[src/rtl/fwd_pkg.sv]
`default_nettype none
// ============================================================================
// Module   : fwd_pkg
// Brief    : Shared encodings, slot-record widths and parameter legality
//            helpers for the forwarding / hazard scoreboard.
// Revision : 1.0
// ============================================================================
package fwd_pkg;

    localparam int FWD_REGFILE   = 0;
    localparam int c_SLOT_CTRL_W = 3;   // valid, regwrite, memread

    function automatic int fwd_sel_w(input int depth);
        return (depth <= 2) ? 1 : $clog2(depth);
    endfunction

    function automatic int fwd_slot_w(input int reg_addr_w, input int num_src);
        return c_SLOT_CTRL_W + reg_addr_w + num_src * (reg_addr_w + 1);
    endfunction

    function automatic bit fwd_params_legal(input int depth, input int load_ready);
        return (depth >= 2) && (load_ready >= 2) && (load_ready <= depth - 1);
    endfunction

endpackage
`default_nettype wire

[src/rtl/fwd_src_match.sv]
`default_nettype none
// ============================================================================
// Module   : fwd_src_match
// Brief    : Youngest-wins priority encoder over slots 1..DEPTH-1 for one
//            source operand address.
// Revision : 1.0
// ============================================================================
module fwd_src_match
    import fwd_pkg::*;
#(
    parameter int REG_ADDR_W = 5,
    parameter int DEPTH      = 3,
    parameter int LOAD_READY = 2,
    parameter int SEL_W      = 2
) (
    input  logic [REG_ADDR_W-1:0]              i_addr,
    input  logic                               i_used,
    input  logic [DEPTH-1:1]                   i_valid,
    input  logic [DEPTH-1:1]                   i_regwrite,
    input  logic [DEPTH-1:1]                   i_memread,
    input  logic [DEPTH-1:1][REG_ADDR_W-1:0]   i_rd,
    output logic [SEL_W-1:0]                   o_sel,
    output logic                               o_early_load
);

    logic [DEPTH-1:1] w_cand;
    logic [DEPTH-1:1] w_hit;

    // A candidate is any live writer of the address; it only becomes a hit
    // when its value exists, i.e. it is not a load still short of LOAD_READY.
    always_comb begin
        w_cand = '0;
        w_hit  = '0;
        for (int k = 1; k < DEPTH; k++) begin
            w_cand[k] = i_used && i_valid[k] && i_regwrite[k] &&
                        (i_rd[k] != '0) && (i_rd[k] == i_addr);
            w_hit[k]  = w_cand[k] && (!i_memread[k] || (k >= LOAD_READY));
        end
    end

    always_comb begin
        o_sel = SEL_W'(FWD_REGFILE);
        for (int k = DEPTH - 1; k >= 1; k--) begin
            if (w_hit[k]) begin
                o_sel = SEL_W'(k);
            end
        end
    end

    assign o_early_load = |(w_cand & i_memread & ~w_hit);

endmodule
`default_nettype wire

[src/rtl/fwd_hazard_scoreboard.sv]
`default_nettype none
// ============================================================================
// Module   : fwd_hazard_scoreboard
// Brief    : In-flight destination tag pipeline producing EX forwarding
//            selects, an ID load-use stall and a saturating stall counter.
// Revision : 1.0
// ============================================================================
module fwd_hazard_scoreboard
    import fwd_pkg::*;
#(
    parameter  int REG_ADDR_W = 5,
    parameter  int NUM_SRC    = 2,
    parameter  int DEPTH      = 3,
    parameter  int LOAD_READY = 2,
    parameter  int CNT_W      = 16,
    localparam int SEL_W      = fwd_sel_w(DEPTH)
) (
    input  logic                            clk_i,
    input  logic                            rst_i,
    input  logic                            issue_valid_i,
    input  logic [REG_ADDR_W-1:0]           issue_rd_i,
    input  logic                            issue_regwrite_i,
    input  logic                            issue_memread_i,
    input  logic [NUM_SRC*REG_ADDR_W-1:0]   id_src_i,
    input  logic [NUM_SRC-1:0]              id_src_used_i,
    input  logic                            flush_i,
    output logic                            stall_o,
    output logic [NUM_SRC*SEL_W-1:0]        fwd_sel_o,
    output logic [CNT_W-1:0]                stall_cnt_o
);

    if (!fwd_params_legal(DEPTH, LOAD_READY)) begin : g_bad_params
        $error("fwd_hazard_scoreboard: need DEPTH >= 2 and 2 <= LOAD_READY <= DEPTH-1");
    end

    logic [DEPTH-1:0]                    r_valid;
    logic [DEPTH-1:0]                    r_regwrite;
    logic [DEPTH-1:0]                    r_memread;
    logic [DEPTH-1:0][REG_ADDR_W-1:0]    r_rd;
    // Only the EX slot's sources are ever read, so older slots drop them.
    logic [NUM_SRC-1:0][REG_ADDR_W-1:0]  r_ex_src;
    logic [NUM_SRC-1:0]                  r_ex_used;
    logic [CNT_W-1:0]                    r_cnt;

    logic [NUM_SRC-1:0][REG_ADDR_W-1:0]  w_id_src;
    logic                                w_stall;
    logic                                w_bubble;
    logic [NUM_SRC-1:0]                  w_early;

    assign w_id_src = id_src_i;
    assign w_bubble = flush_i || w_stall;

    // Hold ID while a load it needs sits in a slot below LOAD_READY-1.
    always_comb begin
        w_stall = 1'b0;
        for (int s = 0; s < NUM_SRC; s++) begin
            for (int j = 0; j <= LOAD_READY - 2; j++) begin
                if (id_src_used_i[s] && r_valid[j] && r_memread[j] &&
                    r_regwrite[j] && (r_rd[j] != '0) && (r_rd[j] == w_id_src[s])) begin
                    w_stall = 1'b1;
                end
            end
        end
    end

    always_ff @(posedge clk_i) begin
        if (rst_i) begin
            r_valid    <= '0;
            r_regwrite <= '0;
            r_memread  <= '0;
            r_rd       <= '0;
            r_ex_src   <= '0;
            r_ex_used  <= '0;
        end else begin
            r_valid    <= {r_valid[DEPTH-2:0],    !w_bubble && issue_valid_i};
            r_regwrite <= {r_regwrite[DEPTH-2:0], !w_bubble && issue_regwrite_i};
            r_memread  <= {r_memread[DEPTH-2:0],  !w_bubble && issue_memread_i};
            r_rd       <= {r_rd[DEPTH-2:0],       w_bubble ? '0 : issue_rd_i};
            r_ex_src   <= w_bubble ? '0 : w_id_src;
            r_ex_used  <= w_bubble ? '0 : id_src_used_i;
        end
    end

    always_ff @(posedge clk_i) begin
        if (rst_i) begin
            r_cnt <= '0;
        end else if (w_stall && !flush_i && (r_cnt != '1)) begin
            r_cnt <= r_cnt + 1'b1;
        end
    end

    for (genvar s = 0; s < NUM_SRC; s++) begin : g_src
        fwd_src_match #(
            .REG_ADDR_W (REG_ADDR_W),
            .DEPTH      (DEPTH),
            .LOAD_READY (LOAD_READY),
            .SEL_W      (SEL_W)
        ) u_match (
            .i_addr       (r_ex_src[s]),
            .i_used       (r_ex_used[s]),
            .i_valid      (r_valid[DEPTH-1:1]),
            .i_regwrite   (r_regwrite[DEPTH-1:1]),
            .i_memread    (r_memread[DEPTH-1:1]),
            .i_rd         (r_rd[DEPTH-1:1]),
            .o_sel        (fwd_sel_o[s*SEL_W +: SEL_W]),
            .o_early_load (w_early[s])
        );
    end

    // A load consumed before LOAD_READY means the stall logic was bypassed.
    always @(posedge clk_i) begin
        if (!rst_i) begin
            assert (w_early == '0)
                else $error("fwd_hazard_scoreboard: load result requested before ready");
        end
    end

    assign stall_o     = w_stall;
    assign stall_cnt_o = r_cnt;

endmodule
`default_nettype wire

[config.mk]
export PLATFORM = sky130hd
export DESIGN_NAME = fwd_hazard_scoreboard
export DESIGN_NICKNAME = d
export VERILOG_FILES = /design/src/rtl/fwd_pkg.sv /design/src/rtl/fwd_src_match.sv /design/src/rtl/fwd_hazard_scoreboard.sv
export SDC_FILE = /design/constraint.sdc
export NUM_CORES = 1
export LEC_CHECK = 0
export BUFFER_PORTS_ARGS = -buffer_cell sky130_fd_sc_hd__buf_2
export CAP_MARGIN = 20
export CORE_ASPECT_RATIO = 1.5
export CORE_UTILIZATION = 40
export CTS_CLUSTER_DIAMETER = 50
export DETAILED_ROUTE_END_ITERATION = 10
export SETUP_SLACK_MARGIN = 0.15
export SYNTH_ARGS = -nofsm -noshare
export SYNTH_HDL_FRONTEND = slang
export SYNTH_HIERARCHICAL = 1
export SYNTH_SLANG_ARGS = --single-unit
[constraint.sdc]
create_clock -name clk_i -period 6.8 [get_ports clk_i]
set_clock_uncertainty 0.2 [all_clocks]
set_input_delay 1.36 -clock clk_i [delete_from_list [all_inputs] [get_ports clk_i]]
set_output_delay 1.36 -clock clk_i [all_outputs]
set_load 0.005 [all_outputs]
Word-level counts from Yosys, hierarchy flattened
Index checks and enable logic that the tools add are counted.
- output and inout port bits: 21
- flip-flop bits (word level): 51
- muxes and demuxes: 6
- add/sub/neg operators: 1
- reduce and logical (&&, ||, !) cells: 41
- equal/unequal tests: 7
- operator list (cell ; count):
    $logic_and A1 B1 Y1 ; 33
    $eq A5 B5 Y1 ; 6
    $add A16 B1 Y16 const B ; 1
    $ne A16 B16 Y1 const B ; 1
    $reduce_bool A5 Y1 ; 3
    $mux W2 ; 4
    $logic_not A1 Y1 ; 3
    $mux W1 ; 2
    $reduce_or A2 Y1 ; 1
    $logic_or A1 B1 Y1 ; 1

Logic depth before layout (Yosys ltp)
Gate-level depths: netlist (run 1).
- depth after elaboration: 10
- mapped depth: 8
- depth with buffers taken out: 7

Modules after synthesis
The synthesis (run 1) kept the hierarchy.
- modules (own cells, without submodules) (module ; area an instance (um^2) ; times used ; cells each):
    fwd_hazard_scoreboard ; 1944.4 ; 1 ; 187
    fwd_src_match ; 162.7 ; 2 ; 24

Least setup slack after synthesis (run 1)
OpenSTA, ideal clock, no wires.
- kind: input -> output
- start: input id_src_i[5]
- end: output stall_o
- data required time: 5240 ps
- stages: 5
- path slack: 3034 ps
- arrival: 2206 ps
- cell sequence: xnor2_1 > nand4_1 > o22ai_4 > and2_1 > buf_2
- word-level cells in the longest chain between the ends: 3
- RTL lines (element ; RTL line ; RTL):
    from (decl) ; fwd_hazard_scoreboard.sv:24 ; input logic [NUM_SRC*REG_ADDR_W-1:0] id_src_i,
    $eq A5 B5 Y1 ; fwd_hazard_scoreboard.sv:59 ; r_regwrite[j] && (r_rd[j] != '0) && (r_rd[j] == w_id_src[s])) begin
    $logic_and A1 B1 Y1 ; fwd_hazard_scoreboard.sv:59 ;
    $mux W1 ; fwd_hazard_scoreboard.sv:58 ; if (id_src_used_i[s] && r_valid[j] && r_memread[j] &&
    to (decl) ; fwd_hazard_scoreboard.sv:27 ; output logic stall_o,
No other way between the ends.

Final worst setup path (run 1)
- start: input id_src_i[9]
- end: output stall_o
The elaborated chain is that of the path after synthesis.

==> results of run 1 <==
-- where the power goes --
| group | internal [mW] | switching [mW] |
|---|---|---|
| logic | 0.0187 | 0.0166 |
| registers | 0.305 | 0.00695 |
| clock network | 0.0758 | 0.103 |
| total | 0.400 | 0.127 |
-- layout make-up --
type / count / area [um^2]
flip-flops and latches: 51 / 1020
clock inverters: 3 / 26.3
inverters: 2 / 7.51
repair buffers: 44 / 223
well taps: 68 / 85.1
fillers: 537 / 2650
multi-input cells: 169 / 1160
clock buffers: 5 / 68.8
-- registers in the layout, summed over array words and instances, names as in the netlist --
signal       count
r_ex_src        10
r_ex_used        2
r_memread        2
r_rd            15
r_regwrite       3
r_valid          3
stall_cnt_o     16
-- path summary, 6_finish.rpt --
path	startpoint	end	depth (start not counted)
worst max-delay path	id_src_i[9]	stall_o	6
worst min-delay path	r_regwrite[0]	r_regwrite[1]	1
worst max register to register	stall_cnt_o[0]	stall_cnt_o[15]	7
worst min register to register	r_regwrite[0]	r_regwrite[1]	1
-- cells in the final DEF, fill, tap and decap left out, types with 5 or more instances in the layout --
cell	instances
xnor2_1	21
nor2b_1	18
nor2_1	15
and2_1	22
nand3_1	9
dfxtp_1	51
buf_2	43
nand2_1	8
nand4_1	9
clkbuf_8	5
xor2_1	13
a21oi_1	8
-- per-stage QoR --
stage	util (%)	worst slack, ns	cells
after global placement	47.7	2.67	334
final	49.5	2.67	342
after global routing	49.5	2.53	342
after floorplan	-	3.03	229
after CTS	49.5	2.63	342
after detailed placement	47.7	2.64	334
-- routing by layer --
layer | share of wire (%) | global-route usage, % | routed length, um
met1 | 42 | 18.3 | 1850
met2 | 53 | 30.8 | 2370
met3 | 3.3 | 3.05 | 149
met4 | 2.0 | 6.98 | 91
met5 | 0 | 0 | 0
==> qor.yml, run 1 <==
drtPass1Iterations: 4
cts_resized: 0
cp.arrival_ns: 2.57
final_layout_size_suffix_gt1_share_pct: 23.0
synth_area_per_cell_um2: 9.73
drv_cap: 0
nNetsFinal: 297
die-area_um2: 5880
place.gp.congestion: 0.779
ys.warnings.count: 6
coreArea_um2: 5250
drt_wl_total_mm: 4.46
crit_buf_inv: 2
cts_buffer_depth: 2
max_freq_ghz: 0.242
critPathMaxStageDelay_ns: 0.31
cts_buffers: 5
io_pins: 44
syn_inst: 229
critPathTopFamily: "simple AND/OR/NAND/NOR gates"
hold_ws_ns: 0.263
grt_pass1_wl_mm: 7.59
ir_drop_mv: 0.115
dp_hpwl_mm: 3.47
dpl_cell_area_um2: 2500
final_area_um2: 2590
cpMostUsedCell: "buf_2"
crit_required_ns: 5.24
cts.htree.levels: 2
grt-ovfl-total: 0
viasPerCell: 4.96
post_cts_buffers: 0
critPathMaxFanout: 7
setup_violations: 0
syn-cell-area_um2: 2230
cellPowerDensity_nw_per_um2: 203
synth_nets: 253
clock_sinks: 51
period_needed_ns: 4.13
rsz0062_at_grt: "false"
portBuffers: 43
initial_utilization_pct: 42.5
ctsHoldBuffers: 0
drc: 0
area_delta_synth_final_pct: 16.5
hold_viol_final: 0
cp_cell_sequence: "buf_2 > xnor2_1 > nand4_1 > o22ai_4 > and2_1 > buf_2"
worstMarginPinSlew_ns: 0.623
r2r_setup_slack_ns: 4.43
clock-root-buffer: "clkbuf_8"
max_slew_margin_pct: 58.5
die_h_um: 93.4
drt_iter0_markers: 41
worstSetupEndpointType: "output pin"
worstSetupStartpointType: "input port"
postRouteAntennaNets: 0
p_leak_nw: 1.08
clkSlewWorstSetupHoldPaths_ns: 0.10
fin_setup_tns_ns: 0
grt_usage_pct: 16.7
vias: 1696
path_class: "input port to output pin"
clk_latency_ns: 0.30
diodes: 0
floorplan.rows: 32
period_share_pct: 60.8
wl_per_cell_um: 13.0
grt_pass1_vias: 1627
run_status: "finished clean"
p_total_mw: 0.527
grt_antenna_before_repair: 0
slew_violations: 0
slowest_stage: "o22ai_4"
min_path_type: "flip-flop to flip-flop"
die_w_um: 62.9
grt_max_degree: 36
cts_tree: "done"
(Power assumes the default switching activity.)
==> run 2, diff against run 1 <==
clock period = 4.2 ns   (was 6.8 ns; I/O delays follow)
==> qor.yml, run 2 (same netlist as run 1, synthesis figures left out) <==
post-route-util_pct: 49.5
grt_pass1_vias: 1651
cts_buffers: 5
grt-ovfl-total: 0
viasPerCell: 4.95
drv_cap: 0
postRouteAntennaNets: 0
cts_resized: 0
wl_per_cell_um: 13.2
cts_buffer_depth: 2
p_total_mw: 0.859
cts.htree.levels: 2
grt_max_degree: 36
clk_latency_ns: 0.30
dpl_cell_area_um2: 2500
die_w_um: 62.9
final_area_um2: 2600
worst-r2r-cell-count: 7
cts_tree: "done"
slew_violations: 0
met3_usage_pct: 3.05
holdCritStartpoint: "r_regwrite[0]"
clock-root-buffer: "clkbuf_8"
whs_path_depth: 1
portBuffers: 43
fin_setup_tns_ns: 0
drt_iter0_markers: 43
max_slew_margin_pct: 57.4
busiest_layer: "met2"
ir_drop_mv: 0.196
io_pins: 44
nNetsFinal: 297
post_cts_buffers: 0
rsz0062_at_grt: "false"
area_delta_synth_final_pct: 16.6
path_class: "input port to output pin"
diodes: 0
dp_hpwl_mm: 3.47
period_needed_ns: 3.11
worstSetupEndpointType: "output pin"
cp.arrival_ns: 2.07
gr-usage-met1_pct: 18.0
floorplan.rows: 32
grt.met2_usage_pct: 31.5
max_freq_ghz: 0.322
period_share_pct: 74.0
drtPass1Iterations: 4
crit_start: "id_src_i[9]"
crit_required_ns: 3.16
worstMarginPinSlew_ns: 0.639
grt_usage_pct: 16.7
hold_viol_final: 0
r2r_start: "stall_cnt_o[0]"
critPathMaxFanout: 7
p_leak_nw: 1.08
grt_antenna_before_repair: 0
r2r_setup_slack_ns: 1.82
min_path_type: "flip-flop to flip-flop"
die-area_um2: 5880
clock_sinks: 51
vias: 1693
drt_wl_total_mm: 4.52
coreArea_um2: 5250
largest_reg_flops: 16
initial_utilization_pct: 42.5
drc: 0
run_status: "finished clean"
grt_pass1_wl_mm: 7.61
worstSetupStartpointType: "input port"
hold_ws_ns: 0.262
clkSlewWorstSetupHoldPaths_ns: 0.10
layout_commonest_cell: "dfxtp_1"
final_layout_size_suffix_gt1_share_pct: 23.0
cellPowerDensity_nw_per_um2: 331
place.gp.congestion: 0.779
r2r-end: "stall_cnt_o[15]"
hold_path_end: "r_regwrite[1]"
setup_violations: 0
die_h_um: 93.4
final_cell_mix: "dfxtp_1, buf_2, and2_1, xnor2_1, nor2b_1"
ctsHoldBuffers: 0
-- run 2: cell types whose count changed in the layout (fill, tap and decap cells not counted) --
| cell | delta |
|---|---|
| clkinv_4 | +1 |
| inv_6 | -2 |
| inv_8 | +1 |
-- run 2: how the worst max path moves through the flow --
stage                   end  slack, ns  cells after the start
floorplan           stall_o       1.47                      5
global placement    stall_o       1.11                      6
detailed placement  stall_o       1.09                      6
CTS                 stall_o       1.08                      6
global route        stall_o       0.98                      6
finish              stall_o       1.09                      6
-- run 2: final cells by class --
cell class              instances  area, um^2
fillers                       521        2650
multi-input cells             169        1160
flip-flops and latches         51        1020
repair buffers                 44         223
well taps                      68        85.1
clock buffers                   5        68.8
clock inverters                 3        28.8
inverters                       2        7.51
-- run 2: stage by stage --
| stage | std cells | setup WS, ns |
|---|---|---|
| final | 342 | 1.09 |
| after global routing | 342 | 0.984 |
| after CTS | 342 | 1.08 |
| after detailed placement | 334 | 1.09 |
| after global placement | 334 | 1.11 |
| after floorplan | 229 | 1.47 |
-- run 2: layer usage --
metal  share of wire [%]  routed length (um)
met5                   0                   0
met3                 3.2                 145
met4                 2.0                  90
met2                  52                2370
met1                  42                1910
-- run 2: where the power goes --
group | switching, mW | internal (mW) | total (mW)
combinational | 0.0272 | 0.0302 | 0.0574
sequential | 0.0113 | 0.494 | 0.505
clock | 0.173 | 0.124 | 0.296
-- run 2: critical path, stage by stage --
cell	delay (ns)
buf_2	0.11
xnor2_1	0.17
nand4_1	0.16
o22ai_4	0.32
and2_1	0.31
buf_2	0.16
==> run 3, diff against run 2 <==
clock period = 3.18 ns   (was 4.2 ns; I/O delays follow)
==> qor.yml, run 3 (same netlist as run 1, synthesis figures left out) <==
run_status: "finished clean"
cellPowerDensity_nw_per_um2: 436
fin_setup_tns_ns: 0
busiest_layer: "met2"
viasPerCell: 5.00
coreArea_um2: 5250
final_area_um2: 2600
nNetsFinal: 297
dp_cells: 334
drc: 0
wl_per_cell_um: 13.6
postRouteAntennaNets: 0
place.gp.congestion: 0.773
drt_wl_total_mm: 4.67
hold_viol_final: 0
gr-usage-met1_pct: 18.4
floorplan.rows: 32
die_w_um: 62.9
die-area_um2: 5880
vias: 1709
layout_commonest_cell: "dfxtp_1"
worstSetupEndpointType: "output pin"
grt-ovfl-total: 0
diodes: 0
cts_buffers: 5
path_class: "input port to output pin"
slew_violations: 0
cts_tree: "done"
worstMarginPinSlew_ns: 0.630
max_freq_ghz: 0.372
drtPass1Iterations: 4
period_needed_ns: 2.68
grt_pass1_wl_mm: 7.78
min_path_type: "flip-flop to flip-flop"
grt_max_degree: 36
clock_sinks: 51
cts_buffer_depth: 2
met3_usage_pct: 3.17
critPathMaxFanout: 7
post_cts_buffers: 0
p_leak_nw: 1.08
final_cell_mix: "dfxtp_1, buf_2, and2_1, xnor2_1, nor2b_1"
grt_usage_pct: 17.1
ir_drop_mv: 0.260
grt_pass1_vias: 1715
dp_hpwl_mm: 3.57
grt.met2_usage_pct: 32.9
initial_utilization_pct: 42.5
crit_required_ns: 2.34
clock-root-buffer: "clkbuf_8"
period_share_pct: 84.4
worstSetupStartpointType: "input port"
final_cells: 342
rsz0062_at_grt: "false"
max_slew_margin_pct: 58.0
cp.arrival_ns: 1.85
setup_violations: 0
ctsHoldBuffers: 0
dpl_cell_area_um2: 2500
drv_cap: 0
portBuffers: 43
clk_latency_ns: 0.30
io_pins: 44
grt_antenna_before_repair: 0
largest_reg_flops: 16
final_layout_size_suffix_gt1_share_pct: 23.0
clkSlewWorstSetupHoldPaths_ns: 0.10
cts_resized: 0
die_h_um: 93.4
area_delta_synth_final_pct: 16.6
cts.htree.levels: 2
drt_iter0_markers: 40
[run 3: cell counts in the layout (fill, tap and decap cells not counted)]
Identical to the previous run, type by type.
[run 3: worst paths after layout]
check,start,end,slack [ns],cells after the start
worst max register to register,stall_cnt_o[0],stall_cnt_o[15],0.80,7
worst min register to register,r_regwrite[0],r_regwrite[1],0.27,1
worst max-delay path,id_src_i[9],stall_o,0.50,6
worst min-delay path,r_regwrite[0],r_regwrite[1],0.27,1
[run 3: final cells by class]
cell class / count / area, um^2
Timing Repair Buffer: 44 / 223
Clock buffer: 5 / 68.8
Multi-Input combinational cell: 169 / 1160
Inverter: 2 / 7.51
Clock inverter: 3 / 28.8
Sequential cell: 51 / 1020
Tap cell: 68 / 85.1
Fill cell: 510 / 2650
[run 3: per-layer routing]
layer  part of all wire, %  vias up
met5                     0        -
met4                   1.2        0
met3                   3.7        8
met2                    55       40
met1                    40      779
li1                      -      882
[run 3: power by group]
group	switching (mW)	total, mW	internal (mW)
Clock	0.226	0.389	0.163
Sequential	0.0154	0.668	0.653
Combinational	0.0357	0.0756	0.0399
Total	0.277	1.13	0.856
[run 3: critical path, cell delays in order]
cell	delay [ns]
buf_2	0.11
xnor2_1	0.16
nand4_1	0.15
o22ai_4	0.31
and2_1	0.31
buf_2	0.16
[run 3: metrics by stage]
step / power [mW] / setup slack (ns) / hold slack [ns] / util [%]
floorplan: 0.731 / 0.862 / 0.238 / -
global placement: 0.760 / 0.494 / 0.253 / 47.7
detailed placement: 0.761 / 0.485 / 0.256 / 47.7
CTS: 1.15 / 0.476 / 0.273 / 49.5
global route: 1.18 / 0.417 / 0.291 / 49.5
finish: 1.13 / 0.495 / 0.272 / 49.5
